### config.mk
export PLATFORM = sky130hd
export DESIGN_NAME = dac_bus_controller
export DESIGN_NICKNAME = d
export VERILOG_FILES = /design/src/rtl/dac_bus_controller.sv
export SDC_FILE = /design/constraint.sdc
export NUM_CORES = 1
export LEC_CHECK = 0
export CAP_MARGIN = 5
export CORE_MARGIN = 8
export CORE_UTILIZATION = 47
export CTS_CLUSTER_SIZE = 28
export DETAILED_ROUTE_END_ITERATION = 7
export PLACE_DENSITY = 0.72
export SYNTH_ARGS = -nofsm -noshare
export SYNTH_HDL_FRONTEND = slang
export SYNTH_SLANG_ARGS = --single-unit
### constraint.sdc
create_clock -name clk_clk -period 7.35 [get_ports clk_clk]
set_clock_uncertainty 0.1 [all_clocks]
set_input_delay 1.8375 -clock clk_clk [delete_from_list [all_inputs] [get_ports clk_clk]]
set_output_delay 1.8375 -clock clk_clk [all_outputs]
set_load 0.005 [all_outputs]
### src/rtl/dac_bus_controller.sv
// DAC bus slave: register file, sample FIFO and rate-divided playback engine
// behind a bus_enable/acknowledge handshake with a level interrupt.
module dac_bus_controller #(
  parameter int DAC_W       = 16,
  parameter int FIFO_DEPTH  = 16,
  parameter int DEFAULT_DIV = 1133
) (
  input  logic             clk_clk,
  input  logic             rst_reset_n,
  input  logic [2:0]       bus_address,
  input  logic             bus_bus_enable,
  input  logic             bus_rw,
  input  logic [3:0]       bus_byte_enable,
  input  logic [31:0]      bus_write_data,
  output logic [31:0]      bus_read_data,
  output logic             bus_acknowledge,
  output logic             bus_irq,
  output logic [DAC_W-1:0] dac_data,
  output logic             dac_strobe
);
  localparam int AW = $clog2(FIFO_DEPTH);
  localparam int LW = AW + 1;

  localparam logic [2:0] REG_DATA   = 3'd0;
  localparam logic [2:0] REG_STATUS = 3'd1;
  localparam logic [2:0] REG_CTRL   = 3'd2;
  localparam logic [2:0] REG_DIV    = 3'd3;
  localparam logic [2:0] REG_THRESH = 3'd4;

  typedef enum logic [1:0] {IDLE, ACK, GAP} bus_state_t;

  bus_state_t        state, state_nxt;
  logic [31:0]       rd_q, rd_val;
  logic              enable, irq_en, underrun, overflow;
  logic [15:0]       divider, cnt;
  logic [8:0]        thresh;
  logic [DAC_W-1:0]  mem [FIFO_DEPTH];
  logic [AW-1:0]     wr_ptr, rd_ptr;
  logic [LW-1:0]     level;
  logic              unused_wdata;

  // Only the IDLE state samples a request; ACK and GAP make each transfer 3 cycles.
  wire access    = (state == IDLE) && bus_bus_enable;
  wire wr_en     = access && !bus_rw;
  wire push      = wr_en && (bus_address == REG_DATA) && (|bus_byte_enable);
  wire flush     = wr_en && (bus_address == REG_CTRL) && bus_byte_enable[0] && bus_write_data[2];
  wire clr_under = wr_en && (bus_address == REG_STATUS) && bus_byte_enable[1] && bus_write_data[11];
  wire clr_over  = wr_en && (bus_address == REG_STATUS) && bus_byte_enable[1] && bus_write_data[12];

  wire empty     = (level == '0);
  wire full      = (level == LW'(FIFO_DEPTH));
  wire tick      = enable && (cnt == 16'd0);
  wire pop       = tick && !empty && !flush;
  wire push_ok   = push && !full && !flush;

  assign unused_wdata    = ^bus_write_data;
  assign bus_acknowledge = (state == ACK);
  assign bus_read_data   = (state == ACK) ? rd_q : '0;

  always_comb begin
    // NOTE: every always_comb output gets a default first so no path infers a latch.
    state_nxt = state;
    case (state)
      IDLE:    if (bus_bus_enable) state_nxt = ACK;
      ACK:     state_nxt = GAP;
      GAP:     state_nxt = IDLE;
      default: state_nxt = IDLE;
    endcase
  end

  always_comb begin
    rd_val = '0;
    case (bus_address)
      REG_STATUS: begin
        rd_val[LW-1:0] = level;
        rd_val[9]      = empty;
        rd_val[10]     = full;
        rd_val[11]     = underrun;
        rd_val[12]     = overflow;
      end
      REG_CTRL:   rd_val[1:0]  = {irq_en, enable};
      REG_DIV:    rd_val[15:0] = divider;
      REG_THRESH: rd_val[8:0]  = thresh;
      default:    rd_val = '0;
    endcase
  end

  // NOTE: sequential state uses non-blocking assignments so all flops update together.
  always_ff @(posedge clk_clk or negedge rst_reset_n) begin
    if (!rst_reset_n) begin
      state <= IDLE;
      rd_q  <= '0;
    end else begin
      state <= state_nxt;
      if (access) rd_q <= bus_rw ? rd_val : '0;
    end
  end

  always_ff @(posedge clk_clk or negedge rst_reset_n) begin
    if (!rst_reset_n) begin
      enable   <= 1'b0;
      irq_en   <= 1'b0;
      divider  <= 16'(DEFAULT_DIV);
      thresh   <= 9'(FIFO_DEPTH / 2);
      underrun <= 1'b0;
      overflow <= 1'b0;
      bus_irq  <= 1'b0;
    end else begin
      if (wr_en && bus_address == REG_CTRL && bus_byte_enable[0])
        {irq_en, enable} <= bus_write_data[1:0];
      if (wr_en && bus_address == REG_DIV) begin
        if (bus_byte_enable[0]) divider[7:0]  <= bus_write_data[7:0];
        if (bus_byte_enable[1]) divider[15:8] <= bus_write_data[15:8];
      end
      if (wr_en && bus_address == REG_THRESH) begin
        if (bus_byte_enable[0]) thresh[7:0] <= bus_write_data[7:0];
        if (bus_byte_enable[1]) thresh[8]   <= bus_write_data[8];
      end
      // Sticky flags: a set in the same cycle as a clear wins.
      if (tick && empty)      underrun <= 1'b1;
      else if (clr_under)     underrun <= 1'b0;
      if (push && full)       overflow <= 1'b1;
      else if (clr_over)      overflow <= 1'b0;
      bus_irq <= irq_en && ((enable && (9'(level) <= thresh)) || underrun || overflow);
    end
  end

  always_ff @(posedge clk_clk or negedge rst_reset_n) begin
    if (!rst_reset_n) begin
      wr_ptr <= '0;
      rd_ptr <= '0;
      level  <= '0;
    end else if (flush) begin
      wr_ptr <= '0;
      rd_ptr <= '0;
      level  <= '0;
    end else begin
      if (push_ok) wr_ptr <= wr_ptr + 1'b1;
      if (pop)     rd_ptr <= rd_ptr + 1'b1;
      case ({push_ok, pop})
        2'b10:   level <= level + 1'b1;
        2'b01:   level <= level - 1'b1;
        default: level <= level;
      endcase
    end
  end

  // NOTE: the sample storage has no reset; the pointers and level define what is valid.
  always_ff @(posedge clk_clk) begin
    if (push_ok) mem[wr_ptr] <= bus_write_data[DAC_W-1:0];
  end

  // Disabled engine tracks DIVIDER continuously, so a new period applies at once.
  always_ff @(posedge clk_clk or negedge rst_reset_n) begin
    if (!rst_reset_n) begin
      cnt        <= 16'(DEFAULT_DIV);
      dac_data   <= '0;
      dac_strobe <= 1'b0;
    end else begin
      if (!enable || cnt == 16'd0) cnt <= divider;
      else                         cnt <= cnt - 1'b1;
      dac_strobe <= pop;
      if (pop) dac_data <= mem[rd_ptr];
    end
  end

endmodule

Word-level counts from Yosys, hierarchy flattened
Memory sizes are Yosys's and may differ from the RTL's. A register that Yosys moved wholly into a read port is not among the register bits. Index checks and enable logic that the tools add are counted.

Add/sub/neg operators: 5. $lt $le $gt $ge: 1. Equal/unequal tests: 9. Muxes and demuxes: 22. Reductions and logical operators: 45.

Operators with widths (count): 16-bit two-way mux (2); 32-bit two-way mux (1); 1-bit logical AND (22); 16-bit zero test (1); 4-bit two-way mux (4); 4-bit case mux with 2 select lines (2); 16-bit by 1-bit subtractor with 16-bit output, second input constant (1); 5-bit case mux with 2 select lines (1); 5-bit by 9-bit <= comparator with 1-bit output (1); 3-bit case mux with 3 select lines (1); 4-bit by 1-bit adder with 4-bit output, second input constant (2); 2-bit case mux with 4 select lines (1); 2-bit AND reduction (4); 2-bit nonzero test (4); 3-bit by 2-bit == test with 1-bit output, second input constant (2); 1-bit zero test (6); 1-bit two-way mux (6); 5-bit by 1-bit adder with 5-bit output, second input constant (1); 5-bit == test, second input constant (1); 5-bit zero test (1); 5-bit two-way mux (1); 5-bit by 1-bit subtractor with 5-bit output, second input constant (1); 2-bit by 1-bit == test with 1-bit output, second input constant (2); 2-bit case mux with 2 select lines (1); 11 further kinds (13).

Bits in registers: 94. Memory bits (writable): 256. Input bits: 43. Output and inout port bits: 51. Word-level logic and storage cells: 99. Memories: 1.

Memories: mem (words 16, width 16, read ports 1, clocked after Yosys merged registers in 1, write ports 1, RTL line 37) `logic [DAC_W-1:0] mem [FIFO_DEPTH];`.

Depth between registers and ports, before layout
Gate-level depths: netlist of run 1.

Word-level depth: 11. Gate-level depth with buffers: 13. Depth with buffers taken out: 13.

Worst setup path before layout of run 1
No wires, ideal clock.

Path kind: input -> register. From: input bus_address[0]. To: memory mem[7][0] (enable). Library setup time: 374 ps. Arrival: 3730 ps. Required time: 6876 ps. Setup slack: 3146 ps. Stages: 7. Buffers on the path: 1. Cell sequence: or4_1 -> or3_4 -> a21oi_4 -> buf_2 -> nand2_1 -> nor2_1 -> and2_1.

Word-level cells in the longest chain between the ends: 8. Elaborated cells between the ends (all ways): 12. Those cells by class: eq/ne (1); mux (2); reduce/logical (9).

RTL lines: from (decl) (RTL line 10) `input logic [2:0] bus_address,`; 3-bit by 2-bit == test with 1-bit output (RTL line 46) `wire flush = wr_en && (bus_address == REG_CTRL) && bus_byte_enable[0] && bus_write_data[2];`; 1-bit logical AND (3 in a row) (RTL line 46); 1-bit zero test (RTL line 54) `wire push_ok = push && !full && !flush;`; 1-bit logical AND * (RTL line 54); 1-bit two-way mux * (RTL line 150) `if (push_ok) mem[wr_ptr] <= bus_write_data[DAC_W-1:0];`; 1-bit two-way mux (not written as such) * (RTL line 150); to (decl) (RTL line 37).

Mark *: on every way between the ends. The rest lies on a longest branch, timed or not.

Final worst setup path of run 1
From: input bus_address[1]. To: memory mem[0][7] (enable).

Same word-level chain as after synthesis.

==> results of run 1 <==
cell usage after synthesis (2+ instances only):
cell type  number  area [um2]
edfxtp_1      256        7690
dfrtp_1        81        2030
mux4_2         80        1800
nand2_1        46         173
mux2_2         44         495
o21ai_0        36         180
nor2_1         31         116
and2_1         28         175
clkbuf_1       19        71.3
buf_4          16         120
ha_1           14         175
dfstp_2        13         342
nand3_1        12        60.1
nor3_1         12        60.1
xor2_1         12         105
inv_1          11        41.3
xnor2_1        11        96.3
buf_2          10        50.1
a21oi_1         9        45.0
a22oi_1         7        52.6
mux2i_1         7        70.1
buf_1           6        22.5
and4_1          5        43.8
nand2b_1        5        31.3
nand4_1         5        31.3
nor2b_1         5        31.3
nor4_1          5        31.3
a22o_1          3        26.3
or3_1           3        18.8
or4_1           3        22.5
a221o_1         2        20.0
and3_1          2        12.5
nand2_2         2        12.5
nor2_2          2        12.5
nor3b_1         2        15.0
nor4_2          2        25.0
o31ai_1         2        15.0
registers in the layout, indices dropped and copies added (netlist names):
name,flops
bus_irq,1
cnt,16
dac_data,16
dac_strobe,1
divider,16
enable,1
irq_en,1
level,5
mem,256
overflow,1
rd_ptr,4
rd_q,16
state,2
thresh,9
underrun,1
wr_ptr,4
critical path, delay by kind of cell:
family	cells	cell delay, ps
buf+inv	1	730
simple gates	5	2660
metal layers:
metal | GRT usage | share of wire
met5 | 0 | 0
met4 | 0.0485 | 0.023
met3 | 0.0296 | 0.056
met2 | 0.286 | 0.49
met1 | 0.230 | 0.43
metrics by stage:
step | hold slack [ps] | instances | instance area [um2] | util | setup WS, ps
floorplan | 339 | 843 | 14600 | - | 3150
global placement | 363 | 1255 | 15500 | 0.506 | 1820
detailed placement | 367 | 1255 | 15500 | 0.506 | 1720
CTS | 380 | 1323 | 16700 | 0.548 | 2230
global route | 411 | 1323 | 16700 | 0.548 | 2000
finish | 378 | 1323 | 16700 | 0.548 | 2150
kinds of logic after synthesis:
kind of cell             count (synthesis)
AO/OA/AOI/OAI                           67
XOR/XNOR                                23
adder cells (fa/ha/maj)                 14
buffers and inverters                   63
flip-flops                             350
multiplexers                           131
other                                    1
AND/OR/NAND/NOR                        179
how the worst max path moves through the flow:
stage,end,from,slack [ps]
final,mem[0][7],bus_address[1],2150
after global routing,mem[0][3],bus_address[1],2000
after CTS,mem[9][0],bus_address[1],2230
after detailed placement,mem[0][9],bus_address[1],1720
after global placement,mem[6][9],bus_address[1],1820
after floorplan,mem[7][0],bus_address[0],3150
layout make-up:
class / count / area share
Clock buffer: 48 / 0.0604
Clock inverter: 20 / 0.0155
Inverter: 11 / 0.00247
Multi-Input combinational cell: 430 / 0.251
Sequential cell: 350 / 0.602
Tap cell: 396 / 0.0296
Timing Repair Buffer: 68 / 0.0395
power groups by stage:
stage	logic (mW)	clock network, mW	registers (mW)
2_1_floorplan	1.01	0	2.41
3_3_place_gp	1.26	0	2.53
3_5_place_dp	1.28	0	2.54
4_1_cts	1.29	1.95	2.50
5_1_grt	1.39	2.03	2.52
6_report	1.27	1.92	2.50
==> flow_summary.toml, run 1 <==
[synthesis]
synthXorXnorAreaFrac = 0.0139
yosysWarnings = 0
ys.flop_type = "edfxtp_1"
synth_simple_gate_area_frac = 0.0669
synthMuxAreaShare = 0.163
synth_edf_count = 256
synthArstFlopShare = 0.269
syn-cell-area_um2 = 14500
synth.distinct_cells = 56
synth_seq_cells = 350
syn_inst = 828
synth_compound_area_frac = 0.0286
avgSynthCellArea_um2 = 17.5
synth_fa_ha_area_frac = 0.0121
seq_area_frac_synth = 0.693
synth_top_family_by_area = "multiplexers"

[timing]
rsz0062_at_grt = "false"
period_needed_ps = 5200
setup_tns_ps = 0
fin_crit_sh = 0.708
setup_viol = 0
worstMarginPinSlew_ps = 1180
hold_violations = 0
fmax_ghz = 0.192
slew_headroom = 0.213
finalMaxSlewViolations = 0

[power]
switchingPower_mw = 1.54
power_frac_seq = 0.439
clockPowerShare = 0.338
vdd_drop_max_mv = 0.199
p_per_area_nw_per_um2 = 340
p_int_mw = 4.15
fin_total_pwr_mw = 5.69
p_sw_frac = 0.270
pwr-share-comb = 0.223
leakage_nw = 5.87

[min_path]
min_from = "rd_q[4]"
hold_end = "rd_q[4]"
min_path_cells = 2
hp-class = "reg2reg"

[routing]
ant_nets = 0
routed_wl_um = 31100
drc = 0
firstDrtPassIters = 7
wl_per_cell_um = 23.5
via_per_inst = 5.79
drt_iter0_markers = 602
vias = 7664

[floorplanning]
ioPinCount = 94
rows = 64
die_h_um = 192
core_area_um2 = 30500
die_w_um = 192
die_area_um2 = 36700
initial_utilization = 0.475

[global_routing]
grt_pass1_vias = 7875
grt_pass1_wl_um = 47600
grtUsageTotal = 0.171
grt_start_max_net_pins = 68
grt-ovfl-total = 0
grt_antenna_before_repair = 0

[cts]
cts.clk_slew.worst_paths_ps = 60
numCtsBuffers = 37
clock_path_buffers = 3
post_cts_resized = 0
clock_sinks = 350
clockRootBuffer = "clkbuf_16"
htreeDepth = 2
postCtsHoldBufs = 0
postCtsSetupRepairBufs = 0
cts_tree = "built"
clk_latency_ps = 520

[run]
maxCapViolations = 0

[finish]
final_common_cell = "edfxtp_1"
drive_gt1_frac = 0.232
mostFrequentLayoutCells = "edfxtp_1 (256), mux4_2 (80), dfrtp_1 (79)"
multi_input_area_um2 = 4190
fillCellCount = 2326
diodes = 0
area_growth_pct = 15.3
layout.nets = 955
register_area_um2 = 10100

[place]
dp_hpwl_um = 18400
port_buffers = 61
gp_congestion = 0.802

[worst_setup_path]
crit_type = "in2reg"
arrival_ps = 5240
r2r-start = "state[1]"
r2r_cells = 5
cp-start-kind = "primary input"
r2r-end = "mem[0][7]"
crit_path_top_delay_cell = "and2_1"
worstPathRequired_ps = 7390
cp-end-kind = "flop"
crit_top_cell = "nor3_1"
crit_path_cell_trace = "clkdlybuf4s50_1, or4_1, nor3_1, nand2_2, nor3_1, and2_1"
path_max_fanout = 16
max_stage_delay_ps = 970
r2r_setup_slack_ps = 3650

[outcome]
status = "finished clean"
No activity file was read; power rests on OpenSTA's default activity.
==> run 2: changes to the inputs <==
==> constraint.sdc (replaced) <==
create_clock -name clk_clk -period 4.9 [get_ports clk_clk]
set_clock_uncertainty 0.1 [all_clocks]
set_input_delay 1.225 -clock clk_clk [delete_from_list [all_inputs] [get_ports clk_clk]]
set_output_delay 1.225 -clock clk_clk [all_outputs]
set_load 0.005 [all_outputs]
==> run 2 against run 1 <==
Setup slack got worse by 1000 ps. Largest cell class unchanged. Sequential share of layout area is 0.31 points lower. Total power up 47%. Cell count up 1.4%. Critical path depth grew 1.
==> flow_summary.toml, run 2 (same netlist as run 1, synthesis figures left out) <==
[cts]
postCtsSetupRepairBufs = 0
clockRootBuffer = "clkbuf_16"
numCtsBuffers = 35
cts.clk_slew.worst_paths_ps = 60
postCtsHoldBufs = 0
clock_path_buffers = 3
htreeDepth = 2
post_cts_resized = 0
cts_tree = "built"
clk_latency_ps = 520
clock_sinks = 350

[routing]
wl_per_cell_um = 22.8
drt_iter0_markers = 629
ant_nets = 0
via_per_inst = 5.68
firstDrtPassIters = 4
drc = 0
vias = 7621
routed_wl_um = 30500

[outcome]
status = "finished clean"

[worst_setup_path]
cp-start-kind = "primary input"
crit_family = "simple AND/OR/NAND/NOR gates"
max_stage_delay_ps = 580
crit_type = "in2reg"
crit_path_cell_trace = "clkdlybuf4s50_1, or4_1, nor3_1, nand2_2, nor3b_1, and2_1, buf_4"
arrival_ps = 3860
crit_buf_inv = 2
crit_path_top_delay_cell = "or4_1"
path_max_fanout = 16
cp-end-kind = "flop"
worstPathRequired_ps = 4990

[finish]
top_register = "mem"
mostFrequentLayoutCells = "edfxtp_1 (256), mux4_2 (80), dfrtp_1 (79)"
layout.cells.non_filler = 1342
area_growth_pct = 15.9
largest_reg_flops = 256
diodes = 0
layout.nets = 977
utilization = 0.551
final_common_cell = "edfxtp_1"
drive_gt1_frac = 0.247

[global_routing]
grt_pass1_vias = 7783
grt-ovfl-total = 0
grtUsageTotal = 0.167
grt_start_max_net_pins = 68
grt_pass1_wl_um = 46500
grt_antenna_before_repair = 0

[timing]
rsz0062_at_grt = "false"
hold_violations = 0
setup_tns_ps = 0
fin_crit_sh = 0.770
period_needed_ps = 3770
finalMaxSlewViolations = 0
setup_viol = 0
slew_headroom = 0.229
fmax_ghz = 0.265
worstMarginPinSlew_ps = 1150

[floorplanning]
die_area_um2 = 36700
die_h_um = 192
initial_utilization = 0.475
core_area_um2 = 30500
ioPinCount = 94
rows = 64
die_w_um = 192

[place]
gp_congestion = 0.818
dp_hpwl_um = 18400
placed_cells = 1279
port_buffers = 61

[power]
leakage_nw = 5.95
vdd_drop_max_mv = 0.252
p_per_area_nw_per_um2 = 499

[run]
maxCapViolations = 0

[min_path]
hp-class = "reg2reg"
run 2: changes by cell type in the layout (fill, tap and decap cells not counted):
cell | before | now
buf_4 | 8 | 32
clkbuf_16 | 39 | 35
clkbuf_8 | 0 | 3
clkinv_2 | 4 | 2
clkinv_4 | 2 | 1
clkinv_8 | 1 | 0
run 2: where the power goes:
group	internal (mW)	switching, mW
logic	1.08	0.813
clock network	1.64	1.10
registers	3.42	0.339
run 2: final cells by class:
type	instances	area, um2
clock inverter	16	224
inverter	11	41.3
timing repair buffer	92	841
clock buffer	47	951
fill	2334	13700
sequential	350	10100
multi-input combinational	430	4190
tap	396	495
run 2: worst paths after layout:
check                               start           end  depth (start not counted)  slack (ps)
max reg2reg                     rd_ptr[0]  dac_data[15]                          4        1920
min                               rd_q[1]       rd_q[1]                          2         380
min reg2reg                       rd_q[1]       rd_q[1]                          2         380
max                        bus_address[0]    mem[10][9]                          7        1130
max in group asynchronous     rst_reset_n     thresh[3]                          2        3260
min in group asynchronous     rst_reset_n       rd_q[7]                          1         590
run 2: routing by layer:
layer  GRT usage  share of wire  up-vias
met5           0              0        -
met4      0.0414          0.019        0
met3      0.0314          0.060       50
met2       0.276           0.49      256
met1       0.226           0.44     3939
li1            -              -     3376
run 2: worst register-to-register path: stages, from the launching register on:
cell and delay, ps:
dfrtp_4 930, buf_4 480, mux4_2 610, mux4_2 490, mux2_2 270
run 2: per-stage QoR:
stage	setup WS [ps]	area, um2	hold slack (ps)	power, mW
finish	1130	16800	377	8.39
global route	968	16800	413	8.76
CTS	1170	16800	382	8.48
detailed placement	638	15600	368	5.74
global placement	684	15600	360	5.70
floorplan	1310	14600	339	5.13
==> run 3: changes to the inputs <==
==> constraint.sdc (replaced) <==
create_clock -name clk_clk -period 3.73 [get_ports clk_clk]
set_clock_uncertainty 0.1 [all_clocks]
set_input_delay 0.9325 -clock clk_clk [delete_from_list [all_inputs] [get_ports clk_clk]]
set_output_delay 0.9325 -clock clk_clk [all_outputs]
set_load 0.005 [all_outputs]
==> run 3 against run 2 <==
Sequential cell count is the same. Routed wire length grew 4.0%. Combinational power grew 35%. Total power grew 29%. Cell count grew 0.82%. Core utilization grew 0.71 points. Final area grew 1.3%. Via count grew 1.6%. Register-to-register slack lost 1000 ps.
==> flow_summary.toml, run 3 (same netlist as run 1, synthesis figures left out) <==
[worst_setup_path]
crit_type = "reg2out"
r2r-end = "level[4]"
r2r_cells = 13
path_max_fanout = 17
crit_path_top_delay_cell = "nor2b_1"
cp-end-kind = "primary output"
max_stage_delay_ps = 670
crit_path_cell_trace = "nor2b_1, and2_1, clkdlybuf4s50_1"
arrival_ps = 2340
r2r-start = "cnt[0]"
r2r_setup_slack_ps = 880
cp-start-kind = "flop"
worstPathRequired_ps = 2700

[cts]
htreeDepth = 2
post_cts_resized = 0
clockRootBuffer = "clkbuf_16"
cts.clk_slew.worst_paths_ps = 60
clock_path_buffers = 3
cts_tree = "built"
clk_latency_ps = 510
numCtsBuffers = 36
postCtsHoldBufs = 0
postCtsSetupRepairBufs = 0
clock_sinks = 350

[outcome]
status = "finished clean"

[finish]
layout.cells.non_filler = 1353
mostFrequentLayoutCells = "edfxtp_1 (256), mux4_2 (80), dfrtp_1 (79)"
largest_reg_flops = 256
area_growth_pct = 17.4
fillCellCount = 2309
top_register = "mem"
layout.nets = 987
diodes = 0
drive_gt1_frac = 0.254
final_common_cell = "edfxtp_1"

[timing]
setup_tns_ps = 0
worstMarginPinSlew_ps = 1130
period_needed_ps = 3370
worst_hold_slack_ps = 321
rsz0062_at_grt = "false"
slew_headroom = 0.248
setup_viol = 0
fin_crit_sh = 0.904
hold_violations = 0
finalMaxSlewViolations = 0
fmax_ghz = 0.297

[global_routing]
grt_util_met2 = 0.296
grt-ovfl-total = 0
busiest_layer = "met2"
use_met3 = 0.0345
met1_usage = 0.232
grtUsageTotal = 0.175
grt_antenna_before_repair = 0
grt_start_max_net_pins = 53
grt_pass1_wl_um = 48400
grt_pass1_vias = 8015

[floorplanning]
rows = 64
die_h_um = 192
core_area_um2 = 30500
initial_utilization = 0.475
die_area_um2 = 36700
die_w_um = 192
ioPinCount = 94

[power]
vdd_drop_max_mv = 0.291
clockPowerShare = 0.307
switchingPower_mw = 2.98
p_int_mw = 7.83
p_sw_frac = 0.276
fin_total_pwr_mw = 10.8
p_per_area_nw_per_um2 = 635
pwr-share-comb = 0.237
power_frac_seq = 0.456
leakage_nw = 6.02

[routing]
via_per_inst = 5.72
vias = 7743
drt_iter0_markers = 700
routed_wl_um = 31800
drc = 0
ant_nets = 0
wl_per_cell_um = 23.5
firstDrtPassIters = 5

[place]
port_buffers = 61
placed_cells = 1288
gp_congestion = 0.871
dp_hpwl_um = 19200

[run]
maxCapViolations = 0

[min_path]
hp-class = "in2async"
-- run 3: power groups by stage --
stage                     Sequential (mW)  Combinational, mW  Clock, mW
final                                4.93               2.56       3.32
after floorplan                      4.75               1.99          0
after global placement               4.99               2.55          0
after CTS                            4.93               2.60       3.39
after global routing                 4.98               2.78       3.54
after detailed placement             5.00               2.59          0
-- run 3: worst max path at each step --
stage               slack (ps)           start                end  cells past startpoint
detailed placement          40  bus_bus_enable           level[4]                     12
CTS                        300        state[1]   bus_read_data[7]                      3
floorplan                  430  bus_address[0]          mem[7][0]                      7
finish                     360        state[1]   bus_read_data[7]                      3
global placement           100  bus_bus_enable           level[2]                     11
global route               200        state[1]  bus_read_data[10]                      3
-- run 3: through the flow --
| stage | instance area (um2) | setup slack [ps] | utilization |
|---|---|---|---|
| finish | 17000 | 359 | 0.558 |
| detailed placement | 15900 | 37.4 | 0.522 |
| floorplan | 14600 | 431 | - |
| global route | 17000 | 195 | 0.558 |
| global placement | 15900 | 103 | 0.522 |
| CTS | 17000 | 296 | 0.558 |
-- run 3: critical path: cells and delay by family (launching register included) --
kind                   cells  cell delay (ps)
and+or+nand+nor            2              900
buffers and inverters      1              530
DFF                        1              400
-- run 3: layer usage --
metal / vias up / wire length (um)
met1: 4049 / 13300
met4: 0 / 471
met2: 250 / 15900
met3: 40 / 2090
met5: - / 0
li1: 3404 / -
-- run 3: cell type report --
class,instances,area [um2],share of cell area
clock buffer,50,1000,0.0589
clock inverter,15,83.8,0.00492
inverter,11,41.3,0.00243
multi-input combinational,430,4190,0.246
sequential,350,10100,0.591
tap,396,495,0.0291
timing repair buffer,101,1150,0.0673
==> patch: new RTL, flow settings as in run 1 <==
Remove the register `bus_irq`: a continuous assignment takes its place, so the output `bus_irq` follows one clock earlier.
--- a/src/rtl/dac_bus_controller.sv
+++ b/src/rtl/dac_bus_controller.sv
@@ -106,3 +106,2 @@
       overflow <= 1'b0;
-      bus_irq  <= 1'b0;
     end else begin
@@ -123,5 +122,6 @@
       else if (clr_over)      overflow <= 1'b0;
-      bus_irq <= irq_en && ((enable && (9'(level) <= thresh)) || underrun || overflow);
     end
   end
+
+  assign bus_irq = irq_en && ((enable && (9'(level) <= thresh)) || underrun || overflow);
 
Function: changed (Yosys sat finds a counterexample within 4 cycles, from zero or initial values and one cycle with rst_reset_n low).
==> patch against run 1 <==
  * Register-to-register slack better by 0.03 ns
  * Clock power is 12% lower
  * Sequential cell count is 1 lower
  * Synthesized area is 0.17% lower
  * Setup slack better by 0.056 ns
  * Cell area is 1.2% lower
  * Total power is 4.6% lower
  * Wire length is 3.2% lower
  * First-iteration DRC count is 12% lower
  * Core utilization is 0.52 points lower
  * Hold slack better by 0.012 ns
  * Critical path type unchanged
  * Largest cell class unchanged
  * Largest power group unchanged
==> patch: results (changes against run 1) <==
placed_design:
  placed_area_sq_mm: 0.01543  # was 0.01545 sq mm
  hpwl_mm: 18.34  # was 18.42 mm
  routabilityCongestion: 0.7964  # was 0.8021
setup_path:
  worst_ep_arrival_time_ns: 5.17  # was 5.24 ns
  r2r-end: "mem[2][3]"  # was mem[0][7]
  max_stage_delay_ns: 0.92  # was 0.97 ns
  critPathSlowestCell: "and2_1"  # unchanged
  ff2ff_setup_slack_ns: 3.68  # was 3.65 ns
  crit_end: "mem[2][3]"  # was mem[0][7]
  startpoint: "bus_address[1]"  # unchanged
logic_synthesis:
  syn_area_per_cell_sq_um: 17.51  # was 17.52 sq um
  synth_common_cells: "edfxtp_1, dfrtp_1, mux4_2"  # unchanged
  synthArstFlopShare_pct: 26.65  # was 26.86%
  synth_most_common_cell: "edfxtp_1"  # unchanged
  yosysUniqueCellTypes: 56  # unchanged
  synth_area_leaders: "edfxtp_1, dfrtp_1, mux4_2, mux2_2, dfstp_2"  # unchanged
  yosysSeqAreaShare_pct: 69.27  # was 69.33%
final_layout:
  drive_gt1_share_pct: 22.51  # was 23.19%
  largest_reg_flops: 256  # unchanged
  num-fill-cells: 2417  # was 2,326
  largest_register: "mem"  # unchanged
  fin_nets: 954  # was 955
outcome:
  outcome: "finished clean"  # unchanged
pwr:
  p_seq_share_pct: 45.7  # was 43.9%
  pg_comb_mw: 1.26
  power_switching_mw: 1.483  # was 1.536 mW
  ir_drop_uv: 172.7  # was 198.7 uV
  power.leakage_nw: 5.768  # was 5.871 nW
clocking:
  numCtsBuffers: 36  # was 37
  clk_latency_ns: 0.51
  cts_max_level: 2  # unchanged
  postCtsSetupBuffers: 0  # unchanged
  clkTransAtPathRegs_ns: 0.06  # about the same
  cts_root_buf: "clkbuf_16"  # unchanged
global_routing:
  grt_antenna_before_repair: 0  # unchanged
  grt_pass1_wl_mm: 46.17  # was 47.62 mm
  track_usage_pct: 16.68  # was 17.15%
  grt_max_degree: 67  # was 68
  grt_pass1_vias: 7747  # was 7,875
routing:
  vias: 7430  # was 7,664
  drtIter0Drc: 531  # was 602
  via_per_inst: 5.629  # was 5.793
  routedWlPerCell_um: 22.80  # was 23.51 um
timing:
  hold-worst-slack_ns: 0.3896  # was 0.3780 ns
  setup_viol: 0  # unchanged
  worstMarginPinSlew_ns: 1.132  # was 1.181 ns
  finalCriticalPeriod_ns: 5.145  # was 5.201 ns
hold_path:
  hold_path_depth: 2  # unchanged
  hold_class: "reg -> reg"  # unchanged
[patch: cell count changes after synthesis, sizes merged]
cell	change
dfrtp	-1
[patch: worst min path at each step]
stage | endpoint | from
detailed placement | state[1] | state[1]
global placement | state[1] | state[1]
floorplan | state[1] | state[1]
CTS | state[1] | state[1]
global route | dac_data[9] | dac_data[9]
finish | rd_q[8] | rd_q[8]
[patch: logic make-up (layout without fill, tap and decap cells)]
family	count (synthesis)	after routing	synth area share, %
multiplexers	131	131	16.35
flip-flops	349	349	69.27
other	1	16	0.02590
AND/OR/NAND/NOR	179	179	6.697
adder cells (fa/ha/maj)	14	14	1.210
AO/OA/AOI/OAI	67	67	2.869
XOR/XNOR	23	23	1.391
buffers and inverters	63	145	2.186
[patch: final cells by class]
class	count	area (sq um)	share of cell area, %
Tap cell	396	495.5	2.999
Sequential cell	349	10040	60.75
Multi-Input combinational cell	430	4194	25.39
Clock buffer	53	1007	6.097
Inverter	11	41.29	0.2499
Timing Repair Buffer	69	668.1	4.045
Clock inverter	12	77.57	0.4696
[patch: per-stage QoR]
stage	util [%]	setup slack (ns)	total power [mW]
2_1_floorplan	-	3.146	3.414
3_3_place_gp	50.72	1.814	3.777
3_5_place_dp	50.72	1.714	3.807
4_1_cts	54.29	2.253	5.484
5_1_grt	54.29	1.919	5.680
6_report	54.29	2.205	5.426
[patch: routing by layer]
layer	GRT usage, %	vias up	wire length [um]
met5	0	-	0
met4	4.737	0	646
met3	2.900	49	1635
met2	27.30	223	14770
met1	22.78	3833	13050
li1	-	3325	-
[patch: worst reg2reg max path, delay by kind of cell, from the launching register on]
family,cells,cell delay (ns)
flops,1,0.41
simple gates,5,2.76
